`src/rtl/adc_frontend.sv`:
```
// ADC front end: offset-binary capture, signed conversion, optional inversion,
// leaky-integrator DC removal, ramp test pattern and a post-config mute interval.
module adc_frontend #(
  parameter int ADC_BITS      = 14,
  parameter int SETTLE_CYCLES = 1024,
  parameter int ACC_EXT       = 15
) (
  input  logic                adc_clk,
  input  logic                rst,
  input  logic [ADC_BITS-1:0] adc_raw,
  input  logic                adc_or,
  input  logic                cfg_load,
  input  logic [6:0]          cfg_word,
  output logic [ADC_BITS-1:0] adc_data,
  output logic                adc_ovfl,
  output logic                adc_valid,
  output logic [ADC_BITS-1:0] dc_est
);
  localparam int XW = ADC_BITS + 1;
  localparam int YW = ADC_BITS + 2;
  localparam int AW = ADC_BITS + ACC_EXT + 1;
  localparam int KW = $clog2(ACC_EXT + 1);

  typedef enum logic {SETTLE, RUN} state_t;

  state_t              state_q, state_d;
  logic [15:0]         cnt_q, cnt_d;
  logic                dc_en_q, dc_en_d, inv_q, inv_d, ramp_en_q, ramp_en_d;
  logic [KW-1:0]       k_q, k_d;
  logic [ADC_BITS-1:0] raw1_q, raw1_d;
  logic                or1_q, or1_d, or2_q, or2_d, ovfl3_q, ovfl3_d;
  logic [YW-1:0]       y2_q, y2_d;
  logic [ADC_BITS-1:0] data3_q, data3_d, ramp_q, ramp_d;
  logic [AW-1:0]       acc_q, acc_d;

  logic [ADC_BITS-1:0] x_off;
  logic [XW-1:0]       x;
  logic [AW-1:0]       dc;
  logic [YW-1:0]       y;
  logic                y_clip, dc_clip;

  always_comb begin
    dc_en_d   = dc_en_q;
    inv_d     = inv_q;
    ramp_en_d = ramp_en_q;
    k_d       = k_q;
    if (cfg_load) begin
      dc_en_d   = cfg_word[0];
      inv_d     = cfg_word[1];
      ramp_en_d = cfg_word[2];
      if (cfg_word[6:3] == 4'd0)
        k_d = KW'(1);
      else if (int'(cfg_word[6:3]) > ACC_EXT)
        k_d = KW'(ACC_EXT);
      else
        k_d = KW'(cfg_word[6:3]);
    end

    raw1_d = adc_raw;
    or1_d  = adc_or;

    // Offset binary to two's complement is a flip of the MSB.
    x_off = {~raw1_q[ADC_BITS-1], raw1_q[ADC_BITS-2:0]};
    x     = {x_off[ADC_BITS-1], x_off};
    if (inv_q) x = -x;
    dc = $signed(acc_q) >>> k_q;
    y  = {x[XW-1], x} - dc[YW-1:0];

    y2_d  = ramp_en_q ? {{2{ramp_q[ADC_BITS-1]}}, ramp_q} : y;
    or2_d = or1_q & ~ramp_en_q;

    acc_d = acc_q;
    if (!dc_en_q)
      acc_d = '0;
    else if (!ramp_en_q)
      acc_d = acc_q + {{(AW-XW){x[XW-1]}}, x} - dc;

    // Out of range when the bits above the output sign are not all copies of it.
    y_clip  = ~(&y2_q[YW-1:ADC_BITS-1]) & (|y2_q[YW-1:ADC_BITS-1]);
    data3_d = y_clip ? {y2_q[YW-1], {(ADC_BITS-1){~y2_q[YW-1]}}} : y2_q[ADC_BITS-1:0];
    ovfl3_d = or2_q | y_clip;

    dc_clip = ~(&dc[AW-1:ADC_BITS-1]) & (|dc[AW-1:ADC_BITS-1]);
    dc_est  = dc_clip ? {dc[AW-1], {(ADC_BITS-1){~dc[AW-1]}}} : dc[ADC_BITS-1:0];

    ramp_d = cfg_load ? '0 : ramp_q + ADC_BITS'(1);

    state_d = state_q;
    cnt_d   = cnt_q;
    if (cfg_load) begin
      state_d = SETTLE;
      cnt_d   = '0;
    end else if (state_q == SETTLE) begin
      cnt_d = cnt_q + 16'd1;
      if (cnt_q == 16'(SETTLE_CYCLES - 1)) begin
        state_d = RUN;
        cnt_d   = '0;
      end
    end

    adc_valid = (state_q == RUN);
    adc_data  = adc_valid ? data3_q : '0;
    adc_ovfl  = adc_valid & ovfl3_q;
  end

  always_ff @(posedge adc_clk or posedge rst) begin
    if (rst) begin
      state_q   <= SETTLE;
      cnt_q     <= '0;
      dc_en_q   <= 1'b0;
      inv_q     <= 1'b0;
      ramp_en_q <= 1'b0;
      k_q       <= KW'(1);
      raw1_q    <= '0;
      or1_q     <= 1'b0;
      y2_q      <= '0;
      or2_q     <= 1'b0;
      data3_q   <= '0;
      ovfl3_q   <= 1'b0;
      acc_q     <= '0;
      ramp_q    <= '0;
    end else begin
      state_q   <= state_d;
      cnt_q     <= cnt_d;
      dc_en_q   <= dc_en_d;
      inv_q     <= inv_d;
      ramp_en_q <= ramp_en_d;
      k_q       <= k_d;
      raw1_q    <= raw1_d;
      or1_q     <= or1_d;
      y2_q      <= y2_d;
      or2_q     <= or2_d;
      data3_q   <= data3_d;
      ovfl3_q   <= ovfl3_d;
      acc_q     <= acc_d;
      ramp_q    <= ramp_d;
    end
  end
endmodule

```
`config.mk`:
```
export PLATFORM = sky130hd
export DESIGN_NAME = adc_frontend
export DESIGN_NICKNAME = d
export VERILOG_FILES = /design/src/rtl/adc_frontend.sv
export SDC_FILE = /design/constraint.sdc
export NUM_CORES = 1
export LEC_CHECK = 0
export BUFFER_PORTS_ARGS = -buffer_cell sky130_fd_sc_hd__buf_4
export CAP_MARGIN = 20
export CELL_PAD_IN_SITES_DETAIL_PLACEMENT = 1
export CELL_PAD_IN_SITES_GLOBAL_PLACEMENT = 1
export CORE_AREA = 10 10 151 153
export DETAILED_ROUTE_END_ITERATION = 8
export DIE_AREA = 0 0 161 163
export PLACE_DENSITY = 0.9
export REMOVE_ABC_BUFFERS = 1
export SETUP_SLACK_MARGIN = 0.1
export SYNTH_ARGS = -nofsm -noshare
export SYNTH_HDL_FRONTEND = slang
export SYNTH_SLANG_ARGS = --single-unit
```
`constraint.sdc`:
```
create_clock -name adc_clk -period 14.77 [get_ports adc_clk]
set_input_delay 4.431 -clock adc_clk [delete_from_list [all_inputs] [get_ports adc_clk]]
set_output_delay 4.431 -clock adc_clk [all_outputs]
set_load 0.02 [all_outputs]
```
# Word level (Yosys, flattened, before mapping)
# Index checks and enable logic that the tools add are counted.
[totals] register_bits=115 word_cells=55
[op_classes] n_addsub=6 eq_ne=3 shifts=1 n_mux=15 n_bitwise=11 n_reduce_logical=5
[op_table] operator="two-way mux 16 bit" count=4
[op_table] operator="two-way mux 30 bit" count=2
[op_table] operator="two-way mux 14 bit" count=4
[op_table] operator="adder 30 bit" count=1
[op_table] operator=">>> shifter 30 x 4 -> 30 bit" count=1
[op_table] operator="subtractor 30 bit" count=1
[op_table] operator="AND reduction 17 bit" count=1
[op_table] operator="OR reduction 17 bit" count=1
[op_table] operator="adder 16 x 1 -> 16 bit, second input constant" count=1
[op_table] operator="equality test 16 x 10 -> 1 bit, second input constant" count=1
[op_table] operator="subtractor 16 bit" count=1
[op_table] operator="two-way mux 15 bit" count=1
[op_table] operator="negation 15 bit" count=1
[op_table] operator="adder 14 x 1 -> 14 bit, second input constant" count=1
[op_table] operator="inverter 1 bit" count=6
[op_table] operator="AND 1 bit" count=4
[op_table] operator="logical NOT 4 bit" count=1
[op_table] operator="two-way mux 4 bit" count=1
[op_table] operator="inequality test 2 bit, second input constant" count=2
[op_table] operator="two-way mux 1 bit" count=3
[op_table] operator="AND reduction 3 bit" count=1
[op_table] operator="OR reduction 3 bit" count=1
[op_table] operator="bitwise OR 1 bit" count=1

# Depth between registers and ports, before layout
# Gate-level depths: netlist (run 1).
[logic_depth] ltp_word=7 mapped_depth=24 mapped_depth_nobuf=20

# Least setup slack after synthesis (run 1)
# OpenSTA, ideal clock, no wires.
[synth_timing] path_type="register -> output" startpoint="register k_q[0]" endpoint="output port dc_est[0]" t_arrival_ns=2.490 required_ns=10.339 setup_slack_ns=7.849 path_stages_with_launch=11 n_path_buf=3 path_cell_list="dfstp_2 -> buf_2 -> buf_2 -> inv_1 -> buf_2 -> a21o_1 -> a21o_1 -> nor3_2 -> nand4_1 -> o31a_1 -> o21ai_0"
[synth_between] elab_chain_len=5 word_cells_on_any_way=7 classes_between="shift: 1; mux: 1; bitwise: 3; reduce/logical: 2"
[synth_rtl] element="start: declaration" line="29" source="logic [KW-1:0] k_q, k_d;"
[synth_rtl] element="start signal: assignment" line="128" source="k_q <= k_d;"
[synth_rtl] element=">>> shifter 30 x 4 -> 30 bit *" line="66" source="dc = $signed(acc_q) >>> k_q;"
[synth_rtl] element="AND reduction 17 bit" line="83" source="dc_clip = ~(&dc[AW-1:ADC_BITS-1]) & (|dc[AW-1:ADC_BITS-1]);"
[synth_rtl] element="inverter 1 bit" line="83"
[synth_rtl] element="AND 1 bit" line="83"
[synth_rtl] element="two-way mux 14 bit *" line="84" source="dc_est = dc_clip ? {dc[AW-1], {(ADC_BITS-1){~dc[AW-1]}}} : dc[ADC_BITS-1:0];"
[synth_rtl] element="end: declaration" line="17" source="output logic [ADC_BITS-1:0] dc_est"
# Every way passes the cells marked *; elsewhere a longest branch is shown, timed or not.

# Final worst setup path (run 1)
[layout_timing] startpoint="register k_q[0]" endpoint="output port dc_est[2]"
# The elaborated chain is that of the path after synthesis.

==> PnR_summary.wiki, run 1 <==
{| class="wikitable"
! Metric !! Value
|-
| Routability Congestion || 0.942
|-
| Flop2flop setup slack || 8600 ps
|-
| Power per standard cell area || 213 nW/um^2
|-
| Worst reg2reg path startpoint || k_q[0]
|-
| Max-capacitance violation count || 0
|-
| Area share of the largest cell type after synthesis || 29.3%
|-
| Most frequent standard cell in the layout excluding fill and tap cells || nand2_1
|-
| Switching fraction of total power || 47.4%
|-
| Run status || complete, no violations
|-
| DRC marker count from the first detailed-route iteration || 543
|-
| Via count of the first global-routing pass || 9219
|-
| Critical Path Fanout Max || 29
|-
| Setup repair after global routing missed its margin || false
|-
| Die outline height || 163 um
|-
| Type of element launching the critical path || flop
|-
| Tightest slew margin relative to the limit || 24.2%
|-
| TritonCTS clock tree || built
|-
| Number of flip-flops and latches in the synthesized netlist || 115
|-
| Post-route clock skew || 9.73 ps
|-
| Synth unique cells || 69
|-
| Area of the core region || 19900 um^2
|-
| Number of cells upsized or downsized after cts || 0
|-
| Worst skew pair latency || 430 ps
|-
| Pre-CTS setup slack || 7000 ps
|-
| Minimum period implied by the final worst setup slack || 8220 ps
|-
| Cell types occupying the most area after synthesis || dfrtp_1 29%, fa_1 6.2%, ha_1 6.0%
|-
| Global-route usage over all layers || 23.2%
|-
| Antenna diodes || 0
|-
| # H-tree levels || 4
|-
| Hold_sp || or2_q
|-
| Post-DP HPWL || 21700 um
|-
| Reg2Reg Capture Point || acc_q[24]
|-
| Measured slew at the worst slew-check pin || 1130 ps
|-
| Port bufs || 54
|-
| Antenna violations before repair || 0
|-
| Post-placement cell count || 1441
|-
| Setup CP Type || reg2out
|-
| Buf+Inv Stages, Crit Path || 3
|-
| Final Hold Viols || 0
|-
| Highest-count cells in the layout ignoring fill and taps || 142 x nand2_1, 139 x inv_1, 112 x dfrtp_1
|-
| Non-filler instance count after layout || 1473
|-
| Sequential cell fraction of total power || 20.7%
|-
| Number of cell instances on the worst register-to-register path || 16
|-
| Layout cell share with drive strength beyond 1 || 11.4%
|-
| Series of cell instances along the critical path || inv_1 > nand2_1 > o21ai_0 > mux2i_1 > inv_1 > nand4_1 > o31a_1 > o21ai_0 > buf_4
|-
| CP Data Arrival Time || 3790 ps
|-
| Total die area || 26200 um^2
|-
| Via density || 5.84
|-
| Share of total power in the clock network || 18.1%
|-
| Bufs on Longest Clock Path || 2
|-
| Clock transition time at the flip-flop clock pins of the worst setup and hold paths || 60 ps
|-
| Number of enable flip-flop cells after synthesis || 0
|-
| Row count || 52
|-
| Primary flip-flop cell chosen by synthesis mapping || dfrtp_1
|-
| Worst IR Drop VDD || 0.000115 V
|-
| Cell type group with the largest total delay on the critical path || compound AO/OA/AOI/OAI gates
|-
| Highest clock frequency the design can meet || 122 MHz
|-
| Category of the worst setup path capture point || primary output
|-
| Area Overhead vs Synth || 11.4%
|-
| Slowest stage delay, CP || 870 ps
|-
| Combinational cell fraction of total power || 61.1%
|-
| Synthesized cell area || 9750 um^2
|-
| Starting density of the core || 49.0%
|-
| Sequential area share after synthesis || 29.5%
|-
| Required time of the worst setup path || 10340 ps
|-
| Critical-path cell with the highest stage delay || dfstp_2
|-
| Detailed-router iteration count before antenna repair || 4
|-
| Wire length of the first global-routing pass || 49200 um
|-
| Most area-hungry cell type in the Yosys netlist || dfrtp_1
|-
| Net count, final || 1292
|-
| CTS Hold Bufs || 0
|-
| Vias post-DR || 8606
|-
| DIE WIDTH || 161 um
|-
| Proportion of synthesized flip-flops having asynchronous set or reset || 100%
|-
| Gate count of the mapped netlist || 1166
|-
| Max-slew violation total from the final report || 0
|-
| Drt drc || 0
|-
| Num CTS Buffers || 17
|-
| Total routed wirelength || 29900 um
|-
| Buffer type at the clock tree root || clkbuf_16
|-
| Hold Path End || ovfl3_q
|-
| TritonCTS sink count || 115
|-
| Remaining global-route overflow || 0
|-
| Switching Power || 0.00110 W
|-
| Synthesized area divided by synthesized cell count || 8.36 um^2
|-
| Number of endpoints failing setup at the final stage || 0
|-
| Top-Level Pins || 55
|-
| Final worst-path setup slack || 6550 ps
|-
| Setup fix buffers added after clock tree synthesis || 0
|-
| Accumulated negative setup slack || 0 ps
|-
| Routed wirelength normalized by instance count || 20.3 um
|-
| Worst Hold Path Cells || 1
|-
| Maximum number of pins on one net before global-route repair || 86
|-
| Final period util || 55.6%
|-
| DRT antenna net count || 0
|-
| Cell internal power dissipation || 0.00122 W
|-
| Class of the tightest hold or removal check || reg2reg
|-
| Total leakage power || 5.26 nW
|-
| Synth warnings || 0
|}
==> worst register-to-register path, cell delays in order (launching register included) <==
cell       delay, ps
dfstp_2          870
inv_1            600
nor2_1           270
a21oi_1           80
mux2_2           310
o21ai_0          470
inv_1            200
fa_1             560
fa_1             480
nor2b_1          200
o31a_1           250
o2111ai_1        290
a21oi_1          350
nor2_1           170
o31a_1           440
o211a_1          250
a211o_1          250
==> worst max-delay path by stage <==
stage,end,start,slack [ps],cells past startpoint
floorplan,dc_est[0],k_q[1],6900,8
global placement,dc_est[1],k_q[2],7070,10
detailed placement,dc_est[2],k_q[0],7000,7
CTS,dc_est[2],k_q[0],6530,7
global route,dc_est[2],k_q[0],6260,9
finish,dc_est[2],k_q[0],6550,9
==> cell families after synthesis <==
logic type | synth area share, %
adder cells (fa/ha/maj) | 12.2
flip-flops | 29.5
buffers and inverters | 8.16
multiplexers | 8.84
XOR/XNOR | 4.40
AND/OR/NAND/NOR | 19.1
AO/OA/AOI/OAI | 17.7
==> Yosys cell counts, types with 13 or more instances <==
cell type / n
nand2_1: 142
inv_1: 140
dfrtp_1: 114
nor2_1: 101
o21ai_0: 87
ha_1: 47
a21oi_1: 46
mux2i_1: 36
clkbuf_1: 35
and2_1: 31
fa_1: 30
nand3_1: 28
xor2_1: 28
and3_1: 24
xnor2_1: 21
a21o_1: 20
o21a_1: 17
mux4_2: 13
nor2b_1: 13
o31ai_1: 13
==> flip-flops by register name (all words and copies together) (netlist names) <==
name       cells
or1_q          1
ovfl3_q        1
k_q            4
or2_q          1
cnt_q         16
acc_q         30
y2_q          16
inv_q          1
ramp_en_q      1
adc_valid      1
data3_q       14
ramp_q        14
dc_en_q        1
raw1_q        14
==> metrics by stage <==
| stage | hold slack, ps | power (W) | area (um^2) | util, % |
|---|---|---|---|---|
| 2_1_floorplan | 404 | 0.00150 | 9480 | - |
| 3_3_place_gp | 416 | 0.00179 | 10300 | 51.7 |
| 3_5_place_dp | 431 | 0.00187 | 10300 | 51.7 |
| 4_1_cts | 448 | 0.00232 | 10900 | 54.6 |
| 5_1_grt | 467 | 0.00252 | 10900 | 54.6 |
| 6_report | 457 | 0.00232 | 10900 | 54.6 |
==> metal layers <==
metal  wire length (um)  GRT usage (%)  vias up
met5                  0              0        -
met4                865           7.86        0
met3               1280           4.58       65
met2              15500           42.1      214
met1              12200           26.7     4314
li1                   -              -     4013
==> area by class of cell <==
cell class                 instances  area, um^2
clock inverter                    14         151
fill                            2439        9040
multi-input combinational        854        6070
sequential                       115        2880
inverter                         141         532
timing repair buffer              61         458
clock buffer                      18         429
tap                              270         338
==> power groups by stage <==
stage	sequential (W)	combinational, W	clock [W]
floorplan	0.000461	0.00104	0
global placement	0.000477	0.00132	0
detailed placement	0.000483	0.00139	0
CTS	0.000480	0.00141	0.000421
global route	0.000493	0.00159	0.000438
finish	0.000481	0.00142	0.000421
Power figures use the tool's default switching activity.
==> run 2: changes to the inputs <==
--- a/config.mk
+++ b/config.mk
@@ -9,10 +9,10 @@
 export CAP_MARGIN = 20
 export CELL_PAD_IN_SITES_DETAIL_PLACEMENT = 1
 export CELL_PAD_IN_SITES_GLOBAL_PLACEMENT = 1
-export CORE_AREA = 10 10 151 153
+export CORE_AREA = 10 10 154 156
 export DETAILED_ROUTE_END_ITERATION = 8
-export DIE_AREA = 0 0 161 163
-export PLACE_DENSITY = 0.9
+export DIE_AREA = 0 0 164 166
+export PLACE_DENSITY = 0.87
 export REMOVE_ABC_BUFFERS = 1
 export SETUP_SLACK_MARGIN = 0.1
 export SYNTH_ARGS = -nofsm -noshare
==> constraint.sdc (replaced) <==
create_clock -name adc_clk -period 8.6 [get_ports adc_clk]
set_input_delay 2.58 -clock adc_clk [delete_from_list [all_inputs] [get_ports adc_clk]]
set_output_delay 2.58 -clock adc_clk [all_outputs]
set_load 0.02 [all_outputs]
==> run 2 against run 1 <==
  * Critical path depth stayed put
  * Register-to-register slack worse by 5700 ps
  * Total power is 74% higher
  * Non-clock buffer count is 1 higher
  * Sequential share of layout area is 0.079 points lower
  * Wire length is 3.1% higher
  * Clock power is 77% higher
  * First-iteration DRC count is 18% lower
  * Clock skew is 1.5 ps lower
  * Via count is 0.72% higher
  * Combinational power is 73% higher
  * Die area is 3.7% higher
  * Largest power group unchanged
==> PnR_summary.wiki, run 2 (same netlist as run 1, synthesis figures left out) <==
{| class="wikitable"
! Metric !! Value
|-
| Final Hold Viols || 0 (unchanged)
|-
| Area of the core region || 20700 um^2 (+3.9%)
|-
| Placement Cell Area || 10300 um^2 (+0.13%)
|-
| Worst reg2reg path startpoint || k_q[0]
|-
| TritonCTS sink count || 115 (unchanged)
|-
| Post-placement cell count || 1447 (+0.42%)
|-
| Final period util || 77.4%
|-
| Power per standard cell area || 370 nW/um^2 (+73%)
|-
| CTS Hold Bufs || 0 (unchanged)
|-
| Critical Path Fanout Max || 40 (+38%)
|-
| Total die area || 27200 um^2 (+3.7%)
|-
| Max reg flops || 30 (unchanged)
|-
| Final worst-path setup slack || 1950 ps (-4610 ps)
|-
| Layout cell share with drive strength beyond 1 || 11.5% (+0.16 points)
|-
| Non-filler instance count after layout || 1479 (+0.41%)
|-
| TritonCTS clock tree || built
|-
| Bufs on Longest Clock Path || 2 (unchanged)
|-
| Via count of the first global-routing pass || 9383 (+1.8%)
|-
| Critical-path cell with the highest stage delay || dfrtp_2
|-
| Net count, final || 1293 (+0.077%)
|-
| Total leakage power || 5.28 nW (+0.26%)
|-
| Final Hold Slack || 482 ps (+25.7 ps)
|-
| Port bufs || 54 (unchanged)
|-
| Maximum number of pins on one net before global-route repair || 86 (unchanged)
|-
| Switching Power || 0.00192 W (+74%)
|-
| Clock transition time at the flip-flop clock pins of the worst setup and hold paths || 60 ps (about the same)
|-
| Cell internal power dissipation || 0.00212 W (+74%)
|-
| Slowest stage delay, CP || 1010 ps (+140 ps)
|-
| Tightest slew margin relative to the limit || 34.4% (+10 points)
|-
| Flop2flop setup slack || 2870 ps (-5730 ps)
|-
| Number of cell instances on the worst register-to-register path || 16 (unchanged)
|-
| Most frequent standard cell in the layout excluding fill and tap cells || nand2_1
|-
| Sequential cell fraction of total power || 20.7% (about the same)
|-
| Number of cells upsized or downsized after cts || 0 (unchanged)
|-
| Number of endpoints failing setup at the final stage || 0 (unchanged)
|-
| # H-tree levels || 4 (unchanged)
|-
| Type of element launching the critical path || flop
|-
| Accumulated negative setup slack || 0 ps (unchanged)
|-
| Cell type group with the largest total delay on the critical path || compound AO/OA/AOI/OAI gates
|-
| Switching fraction of total power || 47.6% (+0.13 points)
|-
| Class of the tightest hold or removal check || reg2reg
|-
| Combinational cell fraction of total power || 60.8% (-0.3 points)
|-
| Setup repair after global routing missed its margin || false
|-
| Setup fix buffers added after clock tree synthesis || 0 (unchanged)
|-
| Die outline height || 166 um (+1.8%)
|-
| Setup CP Type || reg2out
|-
| Reg2Reg Capture Point || acc_q[24]
|-
| Post-route clock skew || 8.20 ps (-1.52 ps)
|-
| Row count || 53 (+1.9%)
|-
| Vias post-DR || 8668 (+0.72%)
|-
| Num CTS Buffers || 17 (unchanged)
|-
| Antenna diodes || 0 (unchanged)
|-
| Post-layout instance area || 10900 um^2 (+0.30%)
|-
| Drt drc || 0 (unchanged)
|-
| Largest registers ranked by flip-flop count || acc_q: 30 flops, cnt_q: 16 flops, y2_q: 16 flops
|-
| Worst skew pair latency || 430 ps (about the same)
|-
| Worst IR Drop VDD || 0.000195 V (+70%)
|-
| Antenna violations before repair || 0 (unchanged)
|-
| Buf+Inv Stages, Crit Path || 1 (-2)
|-
| Worst Hold Path Cells || 1 (unchanged)
|-
| Highest clock frequency the design can meet || 150 MHz
|-
| Total routed wirelength || 30800 um (+3.1%)
|-
| Measured slew at the worst slew-check pin || 985 ps (-140 ps)
|-
| Hold Path End || ovfl3_q
|-
| Highest-count cells in the layout ignoring fill and taps || 142 x nand2_1, 139 x inv_1, 112 x dfrtp_1
|-
| Routability Congestion || 0.952 (+1.0%)
|-
| Post-DP HPWL || 21800 um (+0.15%)
|-
| Starting density of the core || 47.1% (-1.8 points)
|-
| DRT antenna net count || 0 (unchanged)
|-
| Detailed-router iteration count before antenna repair || 5 (+1)
|-
| Run status || complete, no violations
|-
| Series of cell instances along the critical path || mux4_2 > nor2_1 > a21oi_1 > o21ai_2 > nand3_1 > nor4_1 > a31o_2 > o21ai_0 > buf_4
|-
| Global-route usage over all layers || 22.8% (-0.43 points)
|-
| Remaining global-route overflow || 0 (unchanged)
|-
| DIE WIDTH || 164 um (+1.9%)
|-
| Top-Level Pins || 55 (unchanged)
|-
| Category of the worst setup path capture point || primary output
|-
| Max-slew violation total from the final report || 0 (unchanged)
|-
| CP Data Arrival Time || 4070 ps (+280 ps)
|-
| Hold_sp || or2_q
|-
| Routed wirelength normalized by instance count || 20.8 um (+2.7%)
|-
| Wire length of the first global-routing pass || 49700 um (+1.0%)
|-
| Minimum period implied by the final worst setup slack || 6650 ps
|-
| Pre-CTS setup slack || 2490 ps (-4510 ps)
|-
| DRC marker count from the first detailed-route iteration || 447 (-18%)
|-
| Via density || 5.86 (+0.31%)
|-
| Max-capacitance violation count || 0 (unchanged)
|-
| Share of total power in the clock network || 18.4% (+0.3 points)
|-
| Buffer type at the clock tree root || clkbuf_16
|-
| Required time of the worst setup path || 6020 ps (-4320 ps)
|-
| Register name with the most flops || acc_q
|-
| Area Overhead vs Synth || 11.8%
|}
==> run 2: cell count changes in the layout (fill, tap and decap cells not counted) <==
| cell | change |
|---|---|
| buf_4 | +1 |
| clkbuf_1 | -1 |
| clkinv_2 | -1 |
| clkbuf_8 | +2 |
==> run 2: layout make-up <==
class | count | area, um^2
Clock buffer | 19 | 453
Clock inverter | 13 | 146
Fill cell | 2526 | 9790
Inverter | 141 | 532
Multi-Input combinational cell | 854 | 6070
Sequential cell | 115 | 2880
Tap cell | 275 | 344
Timing Repair Buffer | 62 | 465
==> run 2: how the worst max path moves through the flow <==
stage / startpoint / endpoint / slack, ps / cells past startpoint
6_report: k_q[1] / dc_est[1] / 1950 / 9
5_1_grt: k_q[1] / dc_est[1] / 1750 / 9
4_1_cts: k_q[1] / dc_est[1] / 2010 / 9
3_5_place_dp: k_q[1] / dc_est[1] / 2490 / 9
3_3_place_gp: k_q[2] / dc_est[1] / 2530 / 10
2_1_floorplan: k_q[1] / dc_est[0] / 2580 / 8
==> run 2: routing by layer <==
layer / part of all wire [%] / up-vias / global-route usage [%]
met2: 53 / 210 / 41.2
li1: - / 4020 / -
met3: 4.0 / 72 / 3.52
met1: 40 / 4366 / 26.1
met5: 0 / - / 0
met4: 3.0 / 0 / 8.86
==> run 2: metrics by stage <==
stage                     utilization (%)  power (W)
after floorplan                         -    0.00257
after global placement               49.8    0.00309
after detailed placement             49.8    0.00322
after CTS                            52.7    0.00403
after global routing                 52.7    0.00436
final                                52.7    0.00403
==> run 2: power by group through the flow <==
stage          clock [W]  sequential, W  combinational, W
6_report        0.000744       0.000836           0.00245
3_3_place_gp           0       0.000825           0.00227
2_1_floorplan          0       0.000792           0.00178
5_1_grt         0.000773       0.000855           0.00274
3_5_place_dp           0       0.000836           0.00239
4_1_cts         0.000751       0.000836           0.00245
==> run 3: changes to the inputs <==
==> constraint.sdc (replaced) <==
create_clock -name adc_clk -period 6.9 [get_ports adc_clk]
set_input_delay 2.07 -clock adc_clk [delete_from_list [all_inputs] [get_ports adc_clk]]
set_output_delay 2.07 -clock adc_clk [all_outputs]
set_load 0.02 [all_outputs]
==> run 3 against run 2 <==
  * Cell count increased by 0.27%
  * Clock power increased by 37%
  * Die area unchanged
  * Cell area increased by 0.87%
  * Critical path depth increased by 1
  * Total power increased by 27%
  * Clock skew about the same
  * Global-route usage increased by 0.098 points
  * Largest cell class unchanged
==> PnR_summary.wiki, run 3 (same netlist as run 1, synthesis figures left out) <==
{| class="wikitable"
! Metric !! Value
|-
| Run status || complete, no violations
|-
| Routability Congestion || 0.948 (-0.46%)
|-
| Setup CP Type || reg2out
|-
| Worst IR Drop VDD || 0.000255 V (+31%)
|-
| Critical Path Fanout Max || 16 (-60%)
|-
| Number of cells upsized or downsized after cts || 0 (unchanged)
|-
| Minimum period implied by the final worst setup slack || 6040 ps
|-
| Row count || 53 (unchanged)
|-
| Class of the tightest hold or removal check || reg2reg
|-
| # H-tree levels || 4 (unchanged)
|-
| TritonCTS clock tree || built
|-
| Category of the worst setup path capture point || primary output
|-
| Total die area || 27200 um^2 (unchanged)
|-
| Top-Level Pins || 55 (unchanged)
|-
| Highest clock frequency the design can meet || 166 MHz
|-
| Net count, final || 1298 (+0.39%)
|-
| Power per standard cell area || 466 nW/um^2 (+26%)
|-
| Die outline height || 166 um (unchanged)
|-
| Clock transition time at the flip-flop clock pins of the worst setup and hold paths || 60 ps (about the same)
|-
| Post-route clock skew || 8.60 ps (+0.393 ps)
|-
| DRT antenna net count || 0 (unchanged)
|-
| Global-route usage over all layers || 22.9% (+0.098 points)
|-
| Measured slew at the worst slew-check pin || 997 ps (+12.0 ps)
|-
| Port bufs || 54 (unchanged)
|-
| Buffer type at the clock tree root || clkbuf_16
|-
| Total leakage power || 5.32 nW (+0.86%)
|-
| Area of the core region || 20700 um^2 (unchanged)
|-
| Required time of the worst setup path || 4830 ps (-1190 ps)
|-
| Register name with the most flops || acc_q
|-
| Via count of the first global-routing pass || 9498 (+1.2%)
|-
| Highest-count cells in the layout ignoring fill and taps || 142 x nand2_1, 139 x inv_1, 112 x dfrtp_1
|-
| Post-layout instance area || 11000 um^2 (+0.87%)
|-
| DIE WIDTH || 164 um (unchanged)
|-
| Setup repair after global routing missed its margin || false
|-
| Final worst-path setup slack || 858 ps (-1090 ps)
|-
| Detailed-router iteration count before antenna repair || 5 (unchanged)
|-
| Pre-CTS setup slack || 1350 ps (-1140 ps)
|-
| Max-slew violation total from the final report || 0 (unchanged)
|-
| Antenna diodes || 0 (unchanged)
|-
| Flop2flop setup slack || 1250 ps (-1620 ps)
|-
| Maximum number of pins on one net before global-route repair || 86 (unchanged)
|-
| DRC marker count from the first detailed-route iteration || 499 (+12%)
|-
| Wire length of the first global-routing pass || 49900 um (+0.26%)
|-
| Remaining global-route overflow || 0 (unchanged)
|-
| Vias post-DR || 8675 (+0.081%)
|-
| Most frequent standard cell in the layout excluding fill and tap cells || nand2_1
|-
| Final Hold Viols || 0 (unchanged)
|-
| Type of element launching the critical path || flop
|-
| Layout cell share with drive strength beyond 1 || 11.8% (+0.21 points)
|-
| Placement Cell Area || 10300 um^2 (+0.36%)
|-
| Setup fix buffers added after clock tree synthesis || 0 (unchanged)
|-
| Num CTS Buffers || 17 (unchanged)
|-
| Max-capacitance violation count || 0 (unchanged)
|-
| Largest registers ranked by flip-flop count || acc_q: 30 flops, cnt_q: 16 flops, y2_q: 16 flops
|-
| Number of endpoints failing setup at the final stage || 0 (unchanged)
|-
| Bufs on Longest Clock Path || 2 (unchanged)
|-
| Area Overhead vs Synth || 12.7%
|-
| Post-route core utilization || 53.1% (+0.46 points)
|-
| Antenna violations before repair || 0 (unchanged)
|-
| Total routed wirelength || 30800 um (-0.12%)
|-
| Starting density of the core || 47.1% (unchanged)
|-
| Routed wirelength normalized by instance count || 20.7 um (-0.39%)
|-
| Final period util || 87.6%
|-
| CTS Hold Bufs || 0 (unchanged)
|-
| Post-DP HPWL || 22100 um (+1.5%)
|-
| Max reg flops || 30 (unchanged)
|-
| Tightest slew margin relative to the limit || 33.6% (-0.80 points)
|-
| TritonCTS sink count || 115 (unchanged)
|-
| Drt drc || 0 (unchanged)
|-
| Worst skew pair latency || 430 ps (about the same)
|-
| CP Data Arrival Time || 3970 ps (-100 ps)
|-
| Accumulated negative setup slack || 0 ps (unchanged)
|-
| Via density || 5.85 (-0.19%)
|}
-- run 3: changes by cell type in the layout (fill, tap and decap cells not counted), sizes merged --
cell / before / now
clkbuf: 19 / 20
clkinv: 6 / 3
inv: 144 / 142
buf: 62 / 67
bufinv: 2 / 5
-- run 3: routing by layer --
metal	vias to the layer above	global-route usage [%]	part of all wire (%)
met3	71	3.92	4.1
met1	4378	25.6	40
met2	207	41.6	53
li1	4019	-	-
met4	0	9.29	3.3
met5	-	0	0
-- run 3: where the power goes --
part / leakage (nW) / switching (W) / internal, W
Sequential: 1.47 / 0.000220 / 0.000834
Combinational: 3.54 / 0.00179 / 0.00126
Clock: 0.313 / 0.000361 / 0.000662
Total: 5.32 / 0.00237 / 0.00275
-- run 3: stage by stage --
step,hold slack (ps),cells,power [W]
floorplan,404,1110,0.00320
global placement,417,1452,0.00389
detailed placement,439,1452,0.00403
CTS,455,1483,0.00512
global route,480,1483,0.00553
finish,455,1483,0.00512
-- run 3: path summary, 6_finish.rpt --
kind / start / to / depth (start not counted)
worst min register to register: or2_q / ovfl3_q / 1
worst max-delay path: k_q[2] / dc_est[1] / 10
min in group asynchronous: rst / acc_q[2] / 2
max in group asynchronous: rst / adc_valid / 3
worst min-delay path: or2_q / ovfl3_q / 1
worst max register to register: k_q[0] / acc_q[24] / 16
-- run 3: area by class of cell --
type / count / area, um^2
Fill cell: 2496 / 9700
Multi-Input combinational cell: 854 / 6070
Sequential cell: 115 / 2880
Inverter: 141 / 532
Timing Repair Buffer: 67 / 503
Clock buffer: 20 / 457
Tap cell: 275 / 344
Clock inverter: 11 / 200
-- run 3: critical path: stages, from the launching register on --
cell,delay (ps)
dfrtp_1,790
buf_4,330
clkinv_1,180
buf_4,240
o21ai_0,480
mux2i_1,210
inv_1,180
nand4_1,110
o31a_1,540
o21ai_0,290
buf_4,180
